[src/rtl/ysyx22041405_ifu_if.sv]
// Fetch-unit bus: instruction-memory request/response, execute redirect and IF/ID handshake.
interface ysyx22041405_ifu_if #(
    parameter int unsigned WIDTH = 32
);
    localparam int unsigned IF_ID_WIDTH = 2 * WIDTH;

    logic                   imem_req_valid;
    logic                   imem_req_ready;
    logic [WIDTH-1:0]       imem_addr;
    logic                   imem_rsp_valid;
    logic [WIDTH-1:0]       imem_rsp_data;
    logic                   redirect_valid;
    logic [WIDTH-1:0]       redirect_pc;
    logic                   IF_ID_valid;
    logic                   IF_ID_ready;
    logic [IF_ID_WIDTH-1:0] IF_ID_message;

    // Fetch unit side
    modport master (
        output imem_req_valid, imem_addr, IF_ID_valid, IF_ID_message,
        input  imem_req_ready, imem_rsp_valid, imem_rsp_data,
               redirect_valid, redirect_pc, IF_ID_ready
    );

    // Memory / execute / decode side
    modport slave (
        input  imem_req_valid, imem_addr, IF_ID_valid, IF_ID_message,
        output imem_req_ready, imem_rsp_valid, imem_rsp_data,
               redirect_valid, redirect_pc, IF_ID_ready
    );
endinterface

[src/rtl/ysyx22041405_ifu.sv]
// Instruction fetch unit: one outstanding imem request, IF/ID output register with
// a one-entry skid buffer, and redirect-driven flush of in-flight work.
module ysyx22041405_ifu #(
    parameter int unsigned      WIDTH    = 32,
    parameter logic [WIDTH-1:0] RESET_PC = WIDTH'(32'h8000_0000)
) (
    input logic                clk,
    input logic                rst,
    ysyx22041405_ifu_if.master bus
);
    localparam int unsigned IF_ID_WIDTH = 2 * WIDTH;

    typedef enum logic [1:0] {
        IDLE  = 2'd0,
        REQ   = 2'd1,
        WAIT  = 2'd2,
        STALL = 2'd3
    } state_e;

    state_e                 state_q, state_d;
    logic [WIDTH-1:0]       pc_q, pc_d;
    logic [WIDTH-1:0]       fetch_pc_q, fetch_pc_d;
    logic                   out_valid_q, out_valid_d;
    logic [IF_ID_WIDTH-1:0] out_msg_q, out_msg_d;
    logic                   buf_valid_q, buf_valid_d;
    logic [IF_ID_WIDTH-1:0] buf_msg_q, buf_msg_d;
    logic                   drop_q, drop_d;

    logic [WIDTH-1:0]       redirect_target;
    logic                   unused_redirect_lsb;

    // Redirect targets are word aligned; the low two bits are dropped.
    assign redirect_target     = {bus.redirect_pc[WIDTH-1:2], 2'b00};
    assign unused_redirect_lsb = ^bus.redirect_pc[1:0];

    // Outputs are pure decodes of state flops.
    assign bus.imem_req_valid = (state_q == REQ);
    assign bus.imem_addr      = pc_q;
    assign bus.IF_ID_valid    = out_valid_q;
    assign bus.IF_ID_message  = out_msg_q;

    // Next-state, datapath and flush logic; redirect is applied last so it overrides.
    always_comb begin
        state_d     = state_q;
        pc_d        = pc_q;
        fetch_pc_d  = fetch_pc_q;
        out_valid_d = out_valid_q;
        out_msg_d   = out_msg_q;
        buf_valid_d = buf_valid_q;
        buf_msg_d   = buf_msg_q;
        drop_d      = drop_q;

        if (out_valid_q && bus.IF_ID_ready) begin
            out_valid_d = 1'b0;
        end

        case (state_q)
            IDLE: state_d = REQ;
            REQ: begin
                if (bus.imem_req_ready) begin
                    fetch_pc_d = pc_q;
                    state_d    = WAIT;
                end
            end
            WAIT: begin
                if (bus.imem_rsp_valid) begin
                    if (drop_q) begin
                        drop_d  = 1'b0;
                        state_d = REQ;
                    end else if (!out_valid_q || bus.IF_ID_ready) begin
                        out_msg_d   = {fetch_pc_q, bus.imem_rsp_data};
                        out_valid_d = 1'b1;
                        pc_d        = pc_q + WIDTH'(4);
                        state_d     = REQ;
                    end else begin
                        buf_msg_d   = {fetch_pc_q, bus.imem_rsp_data};
                        buf_valid_d = 1'b1;
                        pc_d        = pc_q + WIDTH'(4);
                        state_d     = STALL;
                    end
                end
            end
            STALL: begin
                if (bus.IF_ID_ready) begin
                    out_msg_d   = buf_msg_q;
                    out_valid_d = 1'b1;
                    buf_valid_d = 1'b0;
                    state_d     = REQ;
                end
            end
            default: state_d = IDLE;
        endcase

        if (bus.redirect_valid) begin
            pc_d        = redirect_target;
            out_valid_d = 1'b0;
            buf_valid_d = 1'b0;
            case (state_q)
                REQ: begin
                    state_d = bus.imem_req_ready ? WAIT : REQ;
                    drop_d  = bus.imem_req_ready;
                end
                WAIT: begin
                    state_d = bus.imem_rsp_valid ? REQ : WAIT;
                    drop_d  = !bus.imem_rsp_valid;
                end
                default: begin
                    state_d = REQ;
                    drop_d  = 1'b0;
                end
            endcase
        end
    end

    // State and datapath registers with synchronous reset.
    always_ff @(posedge clk) begin
        if (rst) begin
            state_q     <= IDLE;
            pc_q        <= RESET_PC;
            fetch_pc_q  <= '0;
            out_valid_q <= 1'b0;
            out_msg_q   <= '0;
            buf_valid_q <= 1'b0;
            buf_msg_q   <= '0;
            drop_q      <= 1'b0;
        end else begin
            state_q     <= state_d;
            pc_q        <= pc_d;
            fetch_pc_q  <= fetch_pc_d;
            out_valid_q <= out_valid_d;
            out_msg_q   <= out_msg_d;
            buf_valid_q <= buf_valid_d;
            buf_msg_q   <= buf_msg_d;
            drop_q      <= drop_d;
        end
    end
endmodule

[src/flat_wrapper.sv]
// flat-port wrapper written by rule: the top's interface ports become plain ports
module ysyx22041405_ifu_flat 
#(
    parameter int unsigned      WIDTH    = 32,
    parameter logic [WIDTH-1:0] RESET_PC = WIDTH'(32'h8000_0000)
)
  (clk, rst, bus_imem_req_valid, bus_imem_addr, bus_IF_ID_valid, bus_IF_ID_message, bus_imem_req_ready, bus_imem_rsp_valid, bus_imem_rsp_data, bus_redirect_valid, bus_redirect_pc, bus_IF_ID_ready);
  ysyx22041405_ifu_if #(.WIDTH(WIDTH)) bus_i ();
  input logic clk;
  input logic rst;
  output wire logic [$bits(bus_i.imem_req_valid)-1:0] bus_imem_req_valid;
  output wire logic [$bits(bus_i.imem_addr)-1:0] bus_imem_addr;
  output wire logic [$bits(bus_i.IF_ID_valid)-1:0] bus_IF_ID_valid;
  output wire logic [$bits(bus_i.IF_ID_message)-1:0] bus_IF_ID_message;
  input wire logic [$bits(bus_i.imem_req_ready)-1:0] bus_imem_req_ready;
  input wire logic [$bits(bus_i.imem_rsp_valid)-1:0] bus_imem_rsp_valid;
  input wire logic [$bits(bus_i.imem_rsp_data)-1:0] bus_imem_rsp_data;
  input wire logic [$bits(bus_i.redirect_valid)-1:0] bus_redirect_valid;
  input wire logic [$bits(bus_i.redirect_pc)-1:0] bus_redirect_pc;
  input wire logic [$bits(bus_i.IF_ID_ready)-1:0] bus_IF_ID_ready;
  assign bus_imem_req_valid = bus_i.imem_req_valid;
  assign bus_imem_addr = bus_i.imem_addr;
  assign bus_IF_ID_valid = bus_i.IF_ID_valid;
  assign bus_IF_ID_message = bus_i.IF_ID_message;
  assign bus_i.imem_req_ready = bus_imem_req_ready;
  assign bus_i.imem_rsp_valid = bus_imem_rsp_valid;
  assign bus_i.imem_rsp_data = bus_imem_rsp_data;
  assign bus_i.redirect_valid = bus_redirect_valid;
  assign bus_i.redirect_pc = bus_redirect_pc;
  assign bus_i.IF_ID_ready = bus_IF_ID_ready;
  ysyx22041405_ifu #(.WIDTH(WIDTH), .RESET_PC(RESET_PC)) u_core (.clk(clk), .rst(rst), .bus(bus_i));
endmodule
[config.mk]
export PLATFORM = sky130hd
export DESIGN_NAME = ysyx22041405_ifu_flat
export DESIGN_NICKNAME = d
export VERILOG_FILES = /design/src/rtl/ysyx22041405_ifu_if.sv /design/src/rtl/ysyx22041405_ifu.sv /design/src/flat_wrapper.sv
export SDC_FILE = /design/constraint.sdc
export NUM_CORES = 1
export LEC_CHECK = 0
export BUFFER_PORTS_ARGS = -buffer_cell sky130_fd_sc_hd__buf_2
export CORE_AREA = 2 2 131 133
export DETAILED_ROUTE_END_ITERATION = 10
export DIE_AREA = 0 0 133 135
export HOLD_SLACK_MARGIN = 0.12
export PLACE_DENSITY = 0.76
export SLEW_MARGIN = 20
export SYNTH_ARGS = -nofsm -noshare
export SYNTH_HDL_FRONTEND = slang
export SYNTH_SLANG_ARGS = --single-unit
[constraint.sdc]
create_clock -name clk -period 2.28 [get_ports clk]
set_clock_uncertainty 0.2 [all_clocks]
set_input_delay 0.342 -clock clk [delete_from_list [all_inputs] [get_ports clk]]
set_output_delay 0.342 -clock clk [all_outputs]
set_load 0.005 [all_outputs]
==> results.cfg, run 1 <==
[finish]
drive_above_1_share_pct = 23.63
layout_commonest_cell = nand2_1
final_util_pct = 64.77
final_cells = 1406
final_cell_mix = nand2_1, dfxtp_1, buf_2
area_growth_pct = 33.20
design_area_mm2 = 0.01063
fin_nets = 1246

[detailed_routing]
drt-initial-drc-count = 570
drc = 0
viasPerCell = 5.523
wire_per_inst_um = 15.70
met1_length_um = 9824
ant_nets = 0
drtPass1Iterations = 5
vias = 7766
dr.max_layer_used = met4
routed_wl_um = 22080
routed-wl-met3_um = 1303
wl_met2_um = 10320

[placement]
placed_cell_area_mm2 = 0.009315
place_inst = 1308
dp_hpwl_um = 14030
io_buffers = 161
pre_cts_slack_ps = -99.76
gp_routability_congestion = 0.8498

[pwr]
p_total_mw = 7.326
cellInternalPower_mw = 5.517
powerDensity_mw_per_mm2 = 689.4
peakVddDrop_mv = 0.5269
leakage_nw = 3.883
seq_power_share_pct = 47.7
power.switching_mw = 1.809
p_sw_share_pct = 24.69
power_frac_comb_pct = 11.7
p_clk_share_pct = 40.5

[sta]
holdWs_ps = 150.1
rsz0062_at_grt = true
hold_viol_final = 0
period_share_pct = 99.04
period_minus_slack_ps = 2258
setup_viol = 0
fin_tns_setup_ps = 0
maxSlewViolCount = 0
max_freq_mhz = 442.8
setup_slack_ps = 21.85

[worst_setup_path]
reg2regPathDepth = 5
rrSetupSlack_ps = 20
required_ps = 2430
slowest_stage = or4_4
endpoint_kind = register
path_cells = nand4_1 > buf_4 > or4_4 > or4_1 > a311oi_2
cp_max_fo = 5
crit_path_start_kind = register
worstReg2RegEnd = u_core.bus.imem_addr[20]
cpPeakStageDelay_ps = 580
arrival_ps = 2410
reg2reg_from = u_core.bus.imem_addr[7]
path_class = register to register

[clock_tree]
cts_tree = built
cts_buffer_depth = 2
cts_root_buf = clkbuf_16
clk_pin_slew_worst_paths_ps = 70
cts_buffers = 17
cts.sinks = 188
htree_levels = 4
clk_latency_ps = 430

[global_route]
grt_antenna_before_repair = 1
grt_pass1_vias = 7267
track_usage_pct = 24.72
grt_pass1_wl_um = 35670
grt_max_degree = 63
grt_overflow = 0

[yosys]
syn_avg_cell_area_um2 = 8.406
synthesis.area_mm2 = 0.007978
synthArstFlopShare_pct = 0
synth_edf_count = 0
seq_area_frac_synth_pct = 47.18
yosysWarnings = 0
netlist_instances = 949
synth_ff_type = dfxtp_1
ys_seq_elements = 188
ys_types = 45

[worst_hold_path]
hold_class = primary input to register
hold_path_startpoint = bus_redirect_valid
min_to = u_core.drop_q
hold_depth = 3

[die]
placementRows = 47
fp.dieH_um = 135
die_area_mm2 = 0.01796
ios = 168
fp.coreArea_mm2 = 0.01641
start_util_pct = 48.62
die_x_um = 133

[run_status]
outcome = complete, no violations

[run]
maxCapViolCount = 0
logic make-up (layout without fill, tap and decap cells):
family                   after synthesis  after routing  synth area share, %
buffers and inverters                 94            327                4.642
other                                  1              5              0.04701
AND/OR/NAND/NOR                      377            377                21.49
XOR/XNOR                              10             10                1.098
adder cells (fa/ha/maj)                4              4               0.6274
AO/OA/AOI/OAI                        213            213                17.14
multiplexers                          62             62                7.779
flip-flops                           188            188                47.18
sequential cells by signal, summed over array words and instances, names as in the netlist:
name / flops
u_core.buf_msg_q: 62
u_core.bus.IF_ID_message: 62
u_core.bus.imem_addr: 30
u_core.fetch_pc_q: 30
u_core.state_q: 2
u_core.bus.IF_ID_valid: 1
u_core.drop_q: 1
worst max path at each step:
stage | start | to | slack [ps] | depth (start not counted)
2_1_floorplan | u_core.state_q[0] | u_core.bus.imem_addr[29] | -20 | 7
4_1_cts | u_core.state_q[0] | u_core.bus.imem_addr[23] | 20 | 8
3_3_place_gp | u_core.state_q[0] | u_core.bus.imem_addr[29] | -50 | 7
3_5_place_dp | u_core.state_q[0] | u_core.bus.imem_addr[27] | -100 | 7
5_1_grt | u_core.bus.imem_addr[7] | u_core.bus.imem_addr[24] | -20 | 5
6_report | u_core.bus.imem_addr[7] | u_core.bus.imem_addr[20] | 20 | 5
cells in the mapped netlist (2+ instances only):
| master | instances | area, µm² |
|---|---|---|
| buf_2 | 2 | 10.01 |
| o31a_1 | 3 | 26.28 |
| or2_2 | 2 | 12.51 |
| a211oi_1 | 74 | 555.5 |
| a311oi_1 | 14 | 122.6 |
| xnor2_1 | 7 | 61.31 |
| mux2i_1 | 62 | 620.6 |
| nand3_1 | 12 | 60.06 |
| nand4_1 | 9 | 56.30 |
| o211ai_1 | 2 | 15.01 |
| o21ai_0 | 5 | 25.02 |
| nor4_1 | 5 | 31.28 |
| a21oi_1 | 97 | 485.5 |
| or4_1 | 13 | 97.59 |
| ha_1 | 4 | 50.05 |
| or3_1 | 7 | 43.79 |
| nor3_1 | 74 | 370.4 |
| dfxtp_1 | 188 | 3764 |
| nor2_1 | 29 | 108.9 |
| o31ai_1 | 10 | 75.07 |
| clkbuf_1 | 73 | 274.0 |
| and4_1 | 5 | 43.79 |
| buf_4 | 4 | 30.03 |
| xor2_1 | 3 | 26.28 |
| a31oi_1 | 3 | 18.77 |
| nand2_1 | 207 | 777.0 |
| inv_1 | 8 | 30.03 |
| buf_1 | 6 | 22.52 |
| nand2b_1 | 5 | 31.28 |
power by group through the flow:
stage / Combinational, mW / Sequential, mW / Clock, mW
floorplan: 0.395 / 3.58 / 0
global placement: 0.751 / 3.56 / 0
detailed placement: 0.763 / 3.57 / 0
CTS: 0.851 / 3.49 / 3.01
global route: 0.942 / 3.51 / 3.16
finish: 0.860 / 3.50 / 2.97
worst max-delay path, delay by kind of cell (launching register included):
| kind | cells | cell delay [ps] |
|---|---|---|
| AND/OR/NAND/NOR | 3 | 1210 |
| buffers and inverters | 1 | 210 |
| flip-flops | 1 | 320 |
| AO/OA/AOI/OAI | 1 | 240 |
final cells by class:
class | count | area (µm²)
fill | 1353 | 5781
multi-input combinational | 670 | 3961
sequential | 188 | 3771
timing repair buffer | 286 | 1987
clock buffer | 21 | 460.4
tap | 220 | 275.3
clock inverter | 11 | 135.1
inverter | 9 | 33.78
antenna | 1 | 2.502
metal layers:
metal / GRT usage, % / vias up
li1: - / 3836
met1: 32.23 / 3616
met2: 39.69 / 260
met3: 5.105 / 54
met4: 11.17 / 0
met5: 0 / -
repair_timing:
item                       4_1_cts  5_1_grt
setup buffers                    2        1
pin swaps                        8        7
hold endpoints to repair       111        0
hold buffers                    63        0
setup endpoints to repair       11       12
gates resized for setup          8       10
No activity file was read; power rests on OpenSTA's default activity.
==> run 2, diff against run 1 <==
BUFFER_PORTS_ARGS = unset   (was -buffer_cell sky130_fd_sc_hd__buf_2)
CORE_AREA = 2 2 130 132   (was 2 2 131 133)
DIE_AREA = 0 0 132 134   (was 0 0 133 135)
DONT_BUFFER_PORTS = 1   (was unset)
PLACE_DENSITY = 0.67   (was 0.76)
==> results.cfg, run 2 (synthesis results as in run 1) <==
[detailed_routing]
drtPass1Iterations = 5
dr.max_layer_used = met5
ant_nets = 0
drt-initial-drc-count = 475
routed-wl-met3_um = 1784
vias = 6821
wire_per_inst_um = 17.34
met1_length_um = 8960
viasPerCell = 5.679
wl_met2_um = 9842
drc = 0
routed_wl_um = 20830

[finish]
layout_commonest_cell = nand2_1
fin_nets = 1042
drive_above_1_share_pct = 12.64
final-seq-area_mm2 = 0.003775
fill_cells = 1448
final_cell_mix = nand2_1, dfxtp_1, a21oi_1
area_growth_pct = 18.04
multi_input_area_mm2 = 0.003961
n_antenna_cell = 0

[pwr]
p_clk_share_pct = 44.1
cellInternalPower_mw = 5.563
power_frac_comb_pct = 7.7
p_sw_share_pct = 23.77
power.switching_mw = 1.734
peakVddDrop_mv = 0.5043
powerDensity_mw_per_mm2 = 774.9
seq_power_share_pct = 48.2
leakage_nw = 3.005

[clock_tree]
cts_hold_buf = 20
cts_buffers = 17
clk_latency_ps = 440
clk_pin_slew_worst_paths_ps = 80
cts.sinks = 188
htree_levels = 4
cts_buffer_depth = 2
cts_root_buf = clkbuf_16
cts_tree = built

[sta]
period_minus_slack_ps = 2291
holdWs_ps = -236.7
period_share_pct = 100.5
hold_viol_final = 176
setup_slack_ps = -10.69
setup_viol = 1
rsz0062_at_grt = true
maxSlewViolCount = 0
fin_tns_setup_ps = -10.69
slew_headroom_pct = 62.24
worst_pin_slew_ps = 562.1
max_freq_mhz = 436.5

[worst_setup_path]
arrival_ps = 2430
endpoint_kind = register
required_ps = 2420
rrSetupSlack_ps = -10
crit_path_start_kind = register
cp_max_fo = 6
path_class = register to register

[die]
fp.dieH_um = 134
die_x_um = 132
ios = 168
start_util_pct = 48.97
placementRows = 47
fp.coreArea_mm2 = 0.01629
die_area_mm2 = 0.01769

[global_route]
track_usage_pct = 23.34
grt_pass1_wl_um = 33170
grt_max_degree = 196
grt_antenna_before_repair = 1
grt_overflow = 0
grt_pass1_vias = 6192

[placement]
io_buffers = 0
pre_cts_slack_ps = -135.4
dp_hpwl_um = 13500
gp_routability_congestion = 0.8627

[run_status]
violations = negative hold slack, negative setup slack
outcome = finished, violations left

[run]
maxCapViolCount = 0

[worst_hold_path]
hold_class = primary input to register
-- run 2: cell types whose count changed in the layout (fill, tap and decap cells not counted), moves of 3 or more --
cell and change:
dfxtp_2 +3, inv_6 +4, dlygate4sd3_1 -44, dfxtp_1 -3
buf_2 -160
-- run 2: repair_timing --
item	in CTS	in global routing
pin swaps	4	10
gates cloned	1	0
buffers inserted	2	4
resized for setup	9	14
endpoints found under the setup margin	12	17
endpoints found under the hold margin	188	178
-- run 2: cell type report --
type                            instances  share of cell area [%]
Timing Repair Buffer                   82                   7.733
Tap cell                              220                   2.923
Inverter                                9                  0.3588
Sequential cell                       188                   40.09
Clock buffer                           18                   4.664
Multi-Input combinational cell        670                   42.07
Clock inverter                         14                   2.166
-- run 2: final timing paths --
check,start,to,depth (start not counted)
min,rst,u_core.bus.imem_addr[23],1
min reg2reg,u_core.buf_msg_q[12],u_core.buf_msg_q[12],2
max,u_core.state_q[0],u_core.bus.imem_addr[24],6
max reg2reg,u_core.state_q[0],u_core.bus.imem_addr[24],6
-- run 2: critical path, cell delays in order, from the launching register on --
cell      delay, ps
dfxtp_2         330
inv_2            70
ha_4            140
nand3b_1        160
or4_4           640
or4_1           410
a311oi_1        260
-- run 2: per-stage QoR --
stage | total power [mW] | cells | utilization, % | instance area, µm²
2_1_floorplan | 3.979 | 952 | - | 8018
3_3_place_gp | 4.111 | 1144 | 51.99 | 8468
3_5_place_dp | 4.121 | 1144 | 51.99 | 8468
4_1_cts | 7.343 | 1199 | 57.44 | 9356
5_1_grt | 7.557 | 1201 | 57.81 | 9417
6_report | 7.297 | 1201 | 57.81 | 9417
-- run 2: power groups by stage --
stage / clock (mW) / combinational [mW] / sequential, mW
after floorplan: 0 / 0.395 / 3.58
after global placement: 0 / 0.522 / 3.59
after detailed placement: 0 / 0.529 / 3.59
after CTS: 3.27 / 0.557 / 3.52
after global routing: 3.40 / 0.624 / 3.53
final: 3.22 / 0.562 / 3.52
-- run 2: routing by layer --
metal | vias up | global-route usage, %
li1 | 3417 | -
met1 | 3185 | 30.00
met2 | 200 | 37.67
met3 | 17 | 7.937
met4 | 2 | 6.220
met5 | - | 0
